<file path="config.mk">
export PLATFORM = sky130hd
export DESIGN_NAME = zbt_lattice_writer_flat
export DESIGN_NICKNAME = d
export VERILOG_FILES = /design/src/rtl/zbt_pkg.sv /design/src/rtl/zbt_lattice_writer_if.sv /design/src/rtl/lattice_counter.sv /design/src/rtl/zbt_lattice_writer.sv /design/src/flat_wrapper.sv
export SDC_FILE = /design/constraint.sdc
export NUM_CORES = 1
export LEC_CHECK = 0
export CORE_ASPECT_RATIO = 1.25
export CORE_MARGIN = 1.5
export CORE_UTILIZATION = 40
export DETAILED_ROUTE_END_ITERATION = 8
export PLACE_DENSITY_LB_ADDON = 0.15
export SLEW_MARGIN = 20
export SYNTH_ARGS = -nofsm -noshare
export SYNTH_HDL_FRONTEND = slang
export SYNTH_SLANG_ARGS = --single-unit
</file>
<file path="constraint.sdc">
create_clock -name clk -period 3.2 [get_ports clk]
set_input_delay 0.32 -clock clk [delete_from_list [all_inputs] [get_ports clk]]
set_output_delay 0.32 -clock clk [all_outputs]
set_load 0.1 [all_outputs]
</file>
<file path="src/rtl/zbt_pkg.sv">
// Shared definitions for the ZBT lattice writer.
//   state_t    : writer sequencing states (IDLE, WRITE, DONE)
//   pack_point : places x/y/z coordinates into a ZBT word, z in the low bits,
//                upper bits zero padded
//   ZBT_WORD_W / ZBT_ADDR_W : default ZBT word and address widths
package zbt_pkg;

  localparam int ZBT_WORD_W = 36;
  localparam int ZBT_ADDR_W = 19;
  // Working width of pack_point; callers cast the result down to their word width.
  localparam int PACK_MAX_W = 128;

  typedef enum logic [1:0] {
    IDLE  = 2'd0,
    WRITE = 2'd1,
    DONE  = 2'd2
  } state_t;

  // Inputs arrive zero-extended, so the OR cannot mix coordinate bits.
  function automatic logic [PACK_MAX_W-1:0] pack_point(
    input logic [PACK_MAX_W-1:0] x,
    input logic [PACK_MAX_W-1:0] y,
    input logic [PACK_MAX_W-1:0] z,
    input int unsigned           coord_w
  );
    pack_point = (x << (2 * coord_w)) | (y << coord_w) | z;
  endfunction

endpackage

</file>
<file path="src/rtl/zbt_lattice_writer_if.sv">
// Ready/valid write port into the ZBT write path.
//   wr_valid : write request valid (master -> slave)
//   wr_ready : slave accepts the word this cycle (slave -> master)
//   wr_addr  : ZBT write address
//   wr_data  : packed point word
interface zbt_lattice_writer_if #(
  parameter int ADDR_W = zbt_pkg::ZBT_ADDR_W,
  parameter int WORD_W = zbt_pkg::ZBT_WORD_W
);

  logic              wr_valid;
  logic              wr_ready;
  logic [ADDR_W-1:0] wr_addr;
  logic [WORD_W-1:0] wr_data;

  modport master (output wr_valid, output wr_addr, output wr_data, input wr_ready);
  modport slave  (input wr_valid, input wr_addr, input wr_data, output wr_ready);

endinterface

</file>
<file path="src/rtl/lattice_counter.sv">
// Nested x/y/z lattice index counters with per-axis coordinate accumulators.
// z is innermost, x outermost. Coordinates advance by step and wrap in COORD_W bits.
//   clk, reset   : clock, synchronous active-high reset
//   load         : latch n_per_axis/origin/step and restart at point 0
//   advance      : move to the next lattice point
//   x, y, z      : coordinates of the current point
//   last         : current point is the final one of the lattice
module lattice_counter
  import zbt_pkg::*;
#(
  parameter int COORD_W = 10,
  parameter int CNT_W   = 6
) (
  input  logic               clk,
  input  logic               reset,
  input  logic               load,
  input  logic               advance,
  input  logic [CNT_W-1:0]   n_per_axis,
  input  logic [COORD_W-1:0] origin,
  input  logic [COORD_W-1:0] step,
  output logic [COORD_W-1:0] x,
  output logic [COORD_W-1:0] y,
  output logic [COORD_W-1:0] z,
  output logic               last
);

  logic [CNT_W-1:0]   ix_r, iy_r, iz_r, n_r;
  logic [COORD_W-1:0] x_r, y_r, z_r, origin_r, step_r;
  logic [CNT_W-1:0]   top_idx_s;
  logic               x_wrap_s, y_wrap_s, z_wrap_s;

  assign top_idx_s = n_r - CNT_W'(1);
  assign x_wrap_s  = (ix_r == top_idx_s);
  assign y_wrap_s  = (iy_r == top_idx_s);
  assign z_wrap_s  = (iz_r == top_idx_s);

  assign x    = x_r;
  assign y    = y_r;
  assign z    = z_r;
  assign last = x_wrap_s & y_wrap_s & z_wrap_s;

  // Index and coordinate stepping; an axis wrapping back to origin carries into the next.
  always_ff @(posedge clk) begin
    if (reset) begin
      ix_r     <= CNT_W'(0);
      iy_r     <= CNT_W'(0);
      iz_r     <= CNT_W'(0);
      n_r      <= CNT_W'(0);
      x_r      <= COORD_W'(0);
      y_r      <= COORD_W'(0);
      z_r      <= COORD_W'(0);
      origin_r <= COORD_W'(0);
      step_r   <= COORD_W'(0);
    end else if (load) begin
      ix_r     <= CNT_W'(0);
      iy_r     <= CNT_W'(0);
      iz_r     <= CNT_W'(0);
      n_r      <= n_per_axis;
      x_r      <= origin;
      y_r      <= origin;
      z_r      <= origin;
      origin_r <= origin;
      step_r   <= step;
    end else if (advance) begin
      if (z_wrap_s) begin
        iz_r <= CNT_W'(0);
        z_r  <= origin_r;
        if (y_wrap_s) begin
          iy_r <= CNT_W'(0);
          y_r  <= origin_r;
          ix_r <= ix_r + CNT_W'(1);
          x_r  <= x_r + step_r;
        end else begin
          iy_r <= iy_r + CNT_W'(1);
          y_r  <= y_r + step_r;
        end
      end else begin
        iz_r <= iz_r + CNT_W'(1);
        z_r  <= z_r + step_r;
      end
    end
  end

endmodule

</file>
<file path="src/rtl/zbt_lattice_writer.sv">
// Streams a cubic lattice of signed 3D points into the ZBT write path,
// one packed word {zero pad, x, y, z} per ready/valid transfer.
// Optional feature: define ZBT_LATTICE_CHECKSUM_EN to add the checksum output
// (XOR of all words transferred in the current run).
//   clk, reset   : clock, synchronous active-high reset
//   start        : begin a run (only honoured in IDLE)
//   base_addr    : address of point 0 (latched at start)
//   n_per_axis   : points per axis (latched at start)
//   origin, step : signed start coordinate and increment, all axes (latched)
//   busy, done   : run in progress / one-cycle completion pulse
//   wr           : ZBT write port (master side)
//   point_count  : points written in the current/last run
//   checksum     : (ZBT_LATTICE_CHECKSUM_EN only) XOR of transferred words
module zbt_lattice_writer
  import zbt_pkg::*;
#(
  parameter int COORD_W = 10,
  parameter int WORD_W  = ZBT_WORD_W,
  parameter int ADDR_W  = ZBT_ADDR_W,
  parameter int CNT_W   = 6
) (
  input  logic                    clk,
  input  logic                    reset,
  input  logic                    start,
  input  logic [ADDR_W-1:0]       base_addr,
  input  logic [CNT_W-1:0]        n_per_axis,
  input  logic signed [COORD_W-1:0] origin,
  input  logic signed [COORD_W-1:0] step,
  output logic                    busy,
  output logic                    done,
  zbt_lattice_writer_if.master    wr,
  output logic [3*CNT_W-1:0]      point_count
`ifdef ZBT_LATTICE_CHECKSUM_EN
  ,
  output logic [WORD_W-1:0]       checksum
`endif
);

  localparam int PC_W = 3 * CNT_W;

  if (WORD_W < 3 * COORD_W) begin : g_word_too_narrow
    $error("zbt_lattice_writer: WORD_W must be >= 3*COORD_W");
  end
  if (WORD_W > PACK_MAX_W) begin : g_word_too_wide
    $error("zbt_lattice_writer: WORD_W exceeds pack_point working width");
  end

  state_t             state_r;
  logic               load_s, advance_s, last_s;
  logic [COORD_W-1:0] x_s, y_s, z_s;

  // Counter restarts on any accepted start; it steps only on a real transfer.
  assign load_s    = (state_r == IDLE) & start;
  assign advance_s = wr.wr_valid & wr.wr_ready;

  lattice_counter #(
    .COORD_W (COORD_W),
    .CNT_W   (CNT_W)
  ) u_counter (
    .clk        (clk),
    .reset      (reset),
    .load       (load_s),
    .advance    (advance_s),
    .n_per_axis (n_per_axis),
    .origin     (origin),
    .step       (step),
    .x          (x_s),
    .y          (y_s),
    .z          (z_s),
    .last       (last_s)
  );

  // Word is a pure rewiring of the counter's coordinate registers.
  assign wr.wr_data = WORD_W'(pack_point({{(PACK_MAX_W-COORD_W){1'b0}}, x_s},
                                         {{(PACK_MAX_W-COORD_W){1'b0}}, y_s},
                                         {{(PACK_MAX_W-COORD_W){1'b0}}, z_s},
                                         COORD_W));

  // Run sequencing: start latch, per-transfer bookkeeping and done/busy generation.
  always_ff @(posedge clk) begin
    if (reset) begin
      state_r     <= IDLE;
      busy        <= 1'b0;
      done        <= 1'b0;
      wr.wr_valid <= 1'b0;
      wr.wr_addr  <= ADDR_W'(0);
      point_count <= PC_W'(0);
`ifdef ZBT_LATTICE_CHECKSUM_EN
      checksum    <= WORD_W'(0);
`endif
    end else begin
      case (state_r)
        IDLE: begin
          done        <= 1'b0;
          busy        <= 1'b0;
          wr.wr_valid <= 1'b0;
          if (start) begin
            point_count <= PC_W'(0);
            wr.wr_addr  <= base_addr;
`ifdef ZBT_LATTICE_CHECKSUM_EN
            checksum    <= WORD_W'(0);
`endif
            busy        <= 1'b1;
            if (n_per_axis != CNT_W'(0)) begin
              state_r     <= WRITE;
              wr.wr_valid <= 1'b1;
            end else begin
              // Empty lattice: skip straight to the completion pulse.
              state_r <= DONE;
              done    <= 1'b1;
            end
          end
        end
        WRITE: begin
          if (wr.wr_valid & wr.wr_ready) begin
            point_count <= point_count + PC_W'(1);
            wr.wr_addr  <= wr.wr_addr + ADDR_W'(1);
`ifdef ZBT_LATTICE_CHECKSUM_EN
            checksum    <= checksum ^ wr.wr_data;
`endif
            if (last_s) begin
              state_r     <= DONE;
              wr.wr_valid <= 1'b0;
              done        <= 1'b1;
            end
          end
        end
        DONE: begin
          state_r <= IDLE;
          done    <= 1'b0;
          busy    <= 1'b0;
        end
        default: begin
          state_r     <= IDLE;
          done        <= 1'b0;
          busy        <= 1'b0;
          wr.wr_valid <= 1'b0;
        end
      endcase
    end
  end

endmodule

</file>
<file path="src/flat_wrapper.sv">
// flat-port wrapper written by rule: the top's interface ports become plain ports
module zbt_lattice_writer_flat import zbt_pkg::*;
#(
  parameter int COORD_W = 10,
  parameter int WORD_W  = ZBT_WORD_W,
  parameter int ADDR_W  = ZBT_ADDR_W,
  parameter int CNT_W   = 6
)
  (clk, reset, start, base_addr, n_per_axis, origin, step, busy, done, point_count, wr_wr_valid, wr_wr_addr, wr_wr_data, wr_wr_ready);
  zbt_lattice_writer_if #(.ADDR_W(ADDR_W), .WORD_W(WORD_W)) wr_i ();
  input  logic clk;
  input  logic reset;
  input  logic start;
  input  logic [ADDR_W-1:0] base_addr;
  input  logic [CNT_W-1:0] n_per_axis;
  input  logic signed [COORD_W-1:0] origin;
  input  logic signed [COORD_W-1:0] step;
  output logic busy;
  output logic done;
  output logic [3*CNT_W-1:0] point_count;
  output wire logic [$bits(wr_i.wr_valid)-1:0] wr_wr_valid;
  output wire logic [$bits(wr_i.wr_addr)-1:0] wr_wr_addr;
  output wire logic [$bits(wr_i.wr_data)-1:0] wr_wr_data;
  input wire logic [$bits(wr_i.wr_ready)-1:0] wr_wr_ready;
  assign wr_wr_valid = wr_i.wr_valid;
  assign wr_wr_addr = wr_i.wr_addr;
  assign wr_wr_data = wr_i.wr_data;
  assign wr_i.wr_ready = wr_wr_ready;
  zbt_lattice_writer #(.COORD_W(COORD_W), .WORD_W(WORD_W), .ADDR_W(ADDR_W), .CNT_W(CNT_W)) u_core (.clk(clk), .reset(reset), .start(start), .base_addr(base_addr), .n_per_axis(n_per_axis), .origin(origin), .step(step), .busy(busy), .done(done), .wr(wr_i), .point_count(point_count));
endmodule
</file>
**Word-level counts from Yosys, hierarchy flattened**

Cells that the tools add are included.

- Reduce and logical (&&, ||, !) cells: 15
- $add $sub $neg: 9
- Bitwise logic cells: 7
- Equal/unequal tests: 8
- Multiplexer cells: 36

Operator list:

| cell | count |
|---|---|
| $mux W10 | 11 |
| $mux W19 | 2 |
| $pmux W19 S2 | 1 |
| $mux W18 | 2 |
| $or A36 B10 Y36 | 1 |
| $pmux W18 S2 | 1 |
| $add A10 B10 Y10 | 3 |
| $or A30 B20 Y30 | 1 |
| $add A19 B1 Y19 const B | 1 |
| $add A18 B1 Y18 const B | 1 |
| $add A6 B1 Y6 const B | 3 |
| $eq A6 B6 Y1 | 3 |
| $reduce_and A3 Y1 | 5 |
| $mux W6 | 2 |
| $mux W1 | 9 |
| $mux W2 | 4 |
| $reduce_bool A2 Y1 | 4 |
| $reduce_and A2 Y1 | 3 |
| $reduce_bool A6 Y1 | 1 |
| $sub A6 B1 Y6 const B | 1 |
| $and A1 B1 Y1 | 4 |
| $ne A2 B1 Y1 const B | 2 |
| $pmux W1 S2 | 2 |
| $pmux W2 S2 | 1 |
| 7 further kinds | 7 |

- Bits in registers: 116
- Word-level logic and storage cells: 90
- Input bits: 49
- Output and inout port bits: 76

**Longest topological paths before layout**

- Word-level depth: 7
- Mapped depth: 12
- Gate-level depth less buffers: 8

**By module**

Synthesis repeated with hierarchy kept, for this count alone.

- Cells, all modules: 840
- Area, all modules: 7038.0 um2

By module, submodules not included:

| module | cells an instance | area an instance (um2) | times used | sequential area each (um2) |
|---|---|---|---|---|
| lattice_counter | 548 | 4724.5 | 1 | 1481.4 |
| zbt_lattice_writer | 292 | 2313.5 | 1 | 840.8 |

**Worst setup path after synthesis**

OpenSTA, ideal clock, no wires.

- Path kind: register to register
- Start point: register u_core.u_counter.y_r[0], in the netlist u_core.u_counter.y[0]
- End point: register u_core.u_counter.y_r[6], in the netlist u_core.u_counter.y[6]
- Period minus slack after synthesis: 2.848 ns
- Buffers on the path: 0
- Arrival: 2.729 ns
- Setup slack: 0.352 ns
- Setup time: 0.119 ns
- Required time: 3.081 ns
- Cell stages (with the launch flop): 9
- Cells stage by stage: dfxtp_1 -> ha_1 -> fa_1 -> a211o_1 -> a21oi_1 -> o21bai_1 -> or2_2 -> a211o_1 -> a32o_1

- Cells in the longest elaborated chain, start to end: 5

Ends and longest elaborated chain:

| what | RTL line | text |
|---|---|---|
| start: declaration | lattice_counter.sv:28 | `logic [COORD_W-1:0] x_r, y_r, z_r, origin_r, step_r;` |
| start signal: assignment | lattice_counter.sv:60 | `y_r <= origin;` |
| start signal: assignment | lattice_counter.sv:70 | `y_r <= origin_r;` |
| start signal: assignment | lattice_counter.sv:75 | `y_r <= y_r + step_r;` |
| $add A10 B10 Y10 | lattice_counter.sv:75 |  |
| $mux W10 | lattice_counter.sv:68 | `if (y_wrap_s) begin` |
| $mux W10 | lattice_counter.sv:65 | `if (z_wrap_s) begin` |
| $mux W10 | lattice_counter.sv:64 | `end else if (advance) begin` |
| $mux W10 | lattice_counter.sv:54 | `end else if (load) begin` |

Every way passes these cells. The select of a mux whose other input is x is not followed.
A chain may end at the register's enable or synchronous reset.

**Final worst setup path**

- Start point: register u_core.u_counter.n_r[1]
- End point: register u_core.u_counter.ix_r[4]

- Cells in the longest elaborated chain, start to end: 3
- Elaborated cells on any way between the ends: 4
- Those cells by class: add/sub (1); eq/ne (2); reduce/logical (1)

Ends and longest elaborated chain:

| what | RTL line | text |
|---|---|---|
| start: declaration | lattice_counter.sv:27 | `logic [CNT_W-1:0] ix_r, iy_r, iz_r, n_r;` |
| start signal: assignment | lattice_counter.sv:58 | `n_r <= n_per_axis;` |
| $sub A6 B1 Y6 * | lattice_counter.sv:32 | `assign top_idx_s = n_r - CNT_W'(1);` |
| $eq A6 B6 Y1, on equally long branches | lattice_counter.sv:34, lattice_counter.sv:35 |  |
| $reduce_and A3 Y1 (no source line) * | n/a |  |
| end signal: assignment | lattice_counter.sv:71 | `ix_r <= ix_r + CNT_W'(1);` |
| end: declaration | lattice_counter.sv:27 |  |

Every way passes the cells marked *; elsewhere a longest branch is shown, timed or not.

==> flow_summary.toml <==
[run_status]
status = "finished, final reports clean"

[job]
maxCapViolations = 0

[timing]
layout_min_cycle_time_ps = 2740
finalCritPeriodShare = 0.857
clock_skew_ps = 7.29
rsz0062_at_grt = "no"
finalHoldViolCount = 0
fin_setup_tns_ps = 0
relSlewSlack = 0.318
slew_viol_final = 0
fmax_mhz = 365
tightest_slew_ps = 1020
finalSetupViolations = 0

[clock_network]
cts_sinks = 116
cts_made_buffers = 17
clk_latency_ps = 420
hold_buffers = 0
cts-resized-gates = 0
root_buffer = "clkbuf_16"
clk_path_buf_depth = 2
clk_pin_slew_ps = 60
cts_setup_buffers = 0
ctsHtreeMaxLevel = 4
cts_tree = "yes"

[synthesis]
netlist_area_um2 = 6920
synthArstFlopShare = 0
yosysTopAreaCell = "dfxtp_1"
synth_top_area_frac = 0.336
synth_top_flop_cell = "dfxtp_1"
ys_ff_latch = 116
ys_top_cells_by_area = "dfxtp_1 (34%), nand2_1 (6.2%), ha_1 (6.0%), a21oi_1 (5.6%), nor2_1 (4.3%)"
netlist_instances = 866
synth_seq_area_share = 0.336
ys.warnings.count = 0
synth_edf_count = 0
syn_area_per_cell_um2 = 7.99
yosysUniqueCellTypes = 69

[grt]
overflow = 0
grt_start_max_net_pins = 65
grt_pass1_wl_um = 32700
antenna_found_initial = 0
grt_pass1_vias = 6280
track_usage = 0.232

[route]
post_drt_wl_per_cell_um = 17.2
dr_total_vias = 6783
drtPass1Iterations = 5
drc_errors = 0
antenna_left = 0
drt-initial-drc-count = 378
finalWirelength_um = 20800
vias_per_cell = 5.63

[worst_setup_path]
worst_path_dominant_cell_family = "simple AND/OR/NAND/NOR gates"
worst-path-buf-inv = 2
cp_slowest_stage_delay_ps = 520
crit_arrival_ps = 3080
cp-end-kind = "register"
path_max_fanout = 22
startpoint_type = "register"
crit_chain = "inv_1 -> ha_1 -> xnor2_1 -> xor2_1 -> and4_1 -> nand2_1 -> buf_4 -> or4_1 -> a21oi_1"
crit_type = "register to register"
crit_required_ps = 3540
cpMaxStageDelayCell = "or4_1"

[power_and_ir_drop]
power_density_nw_per_um2 = 559
ir_drop_mv = 0.358
p_leak_nw = 3.41

[layout]
fin_cells = 1204
utilization = 0.528
final_cell_mix = "dfxtp_1 (116), nand2_1 (115), clkdlybuf4s50_1 (112), nor2_1 (79), a21oi_1 (78)"
syn_to_final_growth_pct = 28.6
ff_latch_area_um2 = 2320
mostFrequentLayoutCell = "dfxtp_1"
multiInputGateArea_um2 = 4300
drive_above_1_share = 0.0793
nNetsFinal = 1056
diodes = 0
fillers = 1661

[floorplanning]
core_area_um2 = 16800
die_y_um = 150
start_util = 0.411
die_w_um = 121
num_rows = 53
dieArea_um2 = 18100
io_pins = 125

[place]
gp_congestion = 0.831
port_buffers = 118
dpl.cell_count = 1172
hpwlAfterDp_um = 15000

[min_path]
hold_path_class = "primary input to register"
## cell usage after synthesis, types with 11 or more instances
library cell / number
xnor2_1: 25
xor2_1: 29
a211oi_1: 26
nand4_1: 17
ha_1: 33
a31oi_1: 11
o21ai_0: 51
a21oi_1: 78
dfxtp_1: 116
a21o_1: 11
nand2_1: 115
nand3_1: 40
nor2_1: 80
nor3_1: 19
inv_1: 14
clkbuf_1: 34
## layer usage
| metal | track usage | vias up | share of wire |
|---|---|---|---|
| met2 | 0.395 | 217 | 0.49 |
| met3 | 0.0675 | 30 | 0.062 |
| met5 | 0 | - | 0 |
| li1 | - | 3343 | - |
| met4 | 0.101 | 0 | 0.027 |
| met1 | 0.271 | 3193 | 0.42 |
## per-stage QoR
stage	setup WS (ps)	area (µm²)	total power, mW	hold slack, ps
final	458	8900	4.98	438
after global routing	274	8900	5.18	436
after CTS	474	8900	5.00	420
after detailed placement	497	8280	2.97	470
after global placement	582	8270	2.97	465
after floorplan	352	6940	2.63	440
## logic make-up after synthesis
family / count (synthesis) / share of synthesized area
XOR/XNOR: 59 / 0.0848
other: 1 / 0.000542
flip-flops: 116 / 0.336
AND/OR/NAND/NOR: 323 / 0.220
multiplexers: 6 / 0.00868
buffers and inverters: 72 / 0.0465
AO/OA/AOI/OAI: 253 / 0.235
adder cells (fa/ha/maj): 36 / 0.0684
## cell type report
type                       count  share of cell area
multi-input combinational    683               0.484
sequential                   116               0.261
timing repair buffer         139               0.148
clock buffer                  19              0.0498
tap                          220              0.0309
clock inverter                13              0.0204
inverter                      14             0.00590
## sequential cells by signal, indices dropped and copies added, names as in the netlist
signal and count:
u_core.u_counter.iz_r 6, u_core.u_counter.x 10, u_core.u_counter.origin_r 10, u_core.u_counter.n_r 6
u_core.done 1, u_core.u_counter.step_r 10, u_core.u_counter.z 10, u_core.u_counter.iy_r 6
u_core.wr.wr_addr 19, u_core.state_r 2, u_core.wr.wr_valid 1, u_core.busy 1
u_core.u_counter.y 10, u_core.point_count 18, u_core.u_counter.ix_r 6
## final timing paths
| kind | depth (start not counted) | slack [ps] | startpoint | end |
|---|---|---|---|---|
| min reg2reg | 2 | 480 | u_core.u_counter.origin_r[3] | u_core.u_counter.origin_r[3] |
| min | 3 | 440 | step[1] | u_core.u_counter.step_r[1] |
| max | 9 | 460 | u_core.u_counter.n_r[1] | u_core.u_counter.ix_r[4] |
| max reg2reg | 9 | 460 | u_core.u_counter.n_r[1] | u_core.u_counter.ix_r[4] |
## power by group
part           leakage (nW)  switching, mW  total [mW]  internal [mW]
clock                 0.291          0.713        2.03           1.32
combinational          2.17          0.894        1.30          0.405
sequential            0.948          0.112        1.64           1.53
total                  3.41           1.72        4.98           3.26
## worst reg2reg max path, stage by stage, from the launching register on
cell and delay (ps):
dfxtp_1 400, inv_1 60, ha_1 200, xnor2_1 320, xor2_1 160, and4_1 380
nand2_1 200, buf_4 270, or4_1 520, a21oi_1 150
Note: power is estimated with default switching activity, not from simulation.
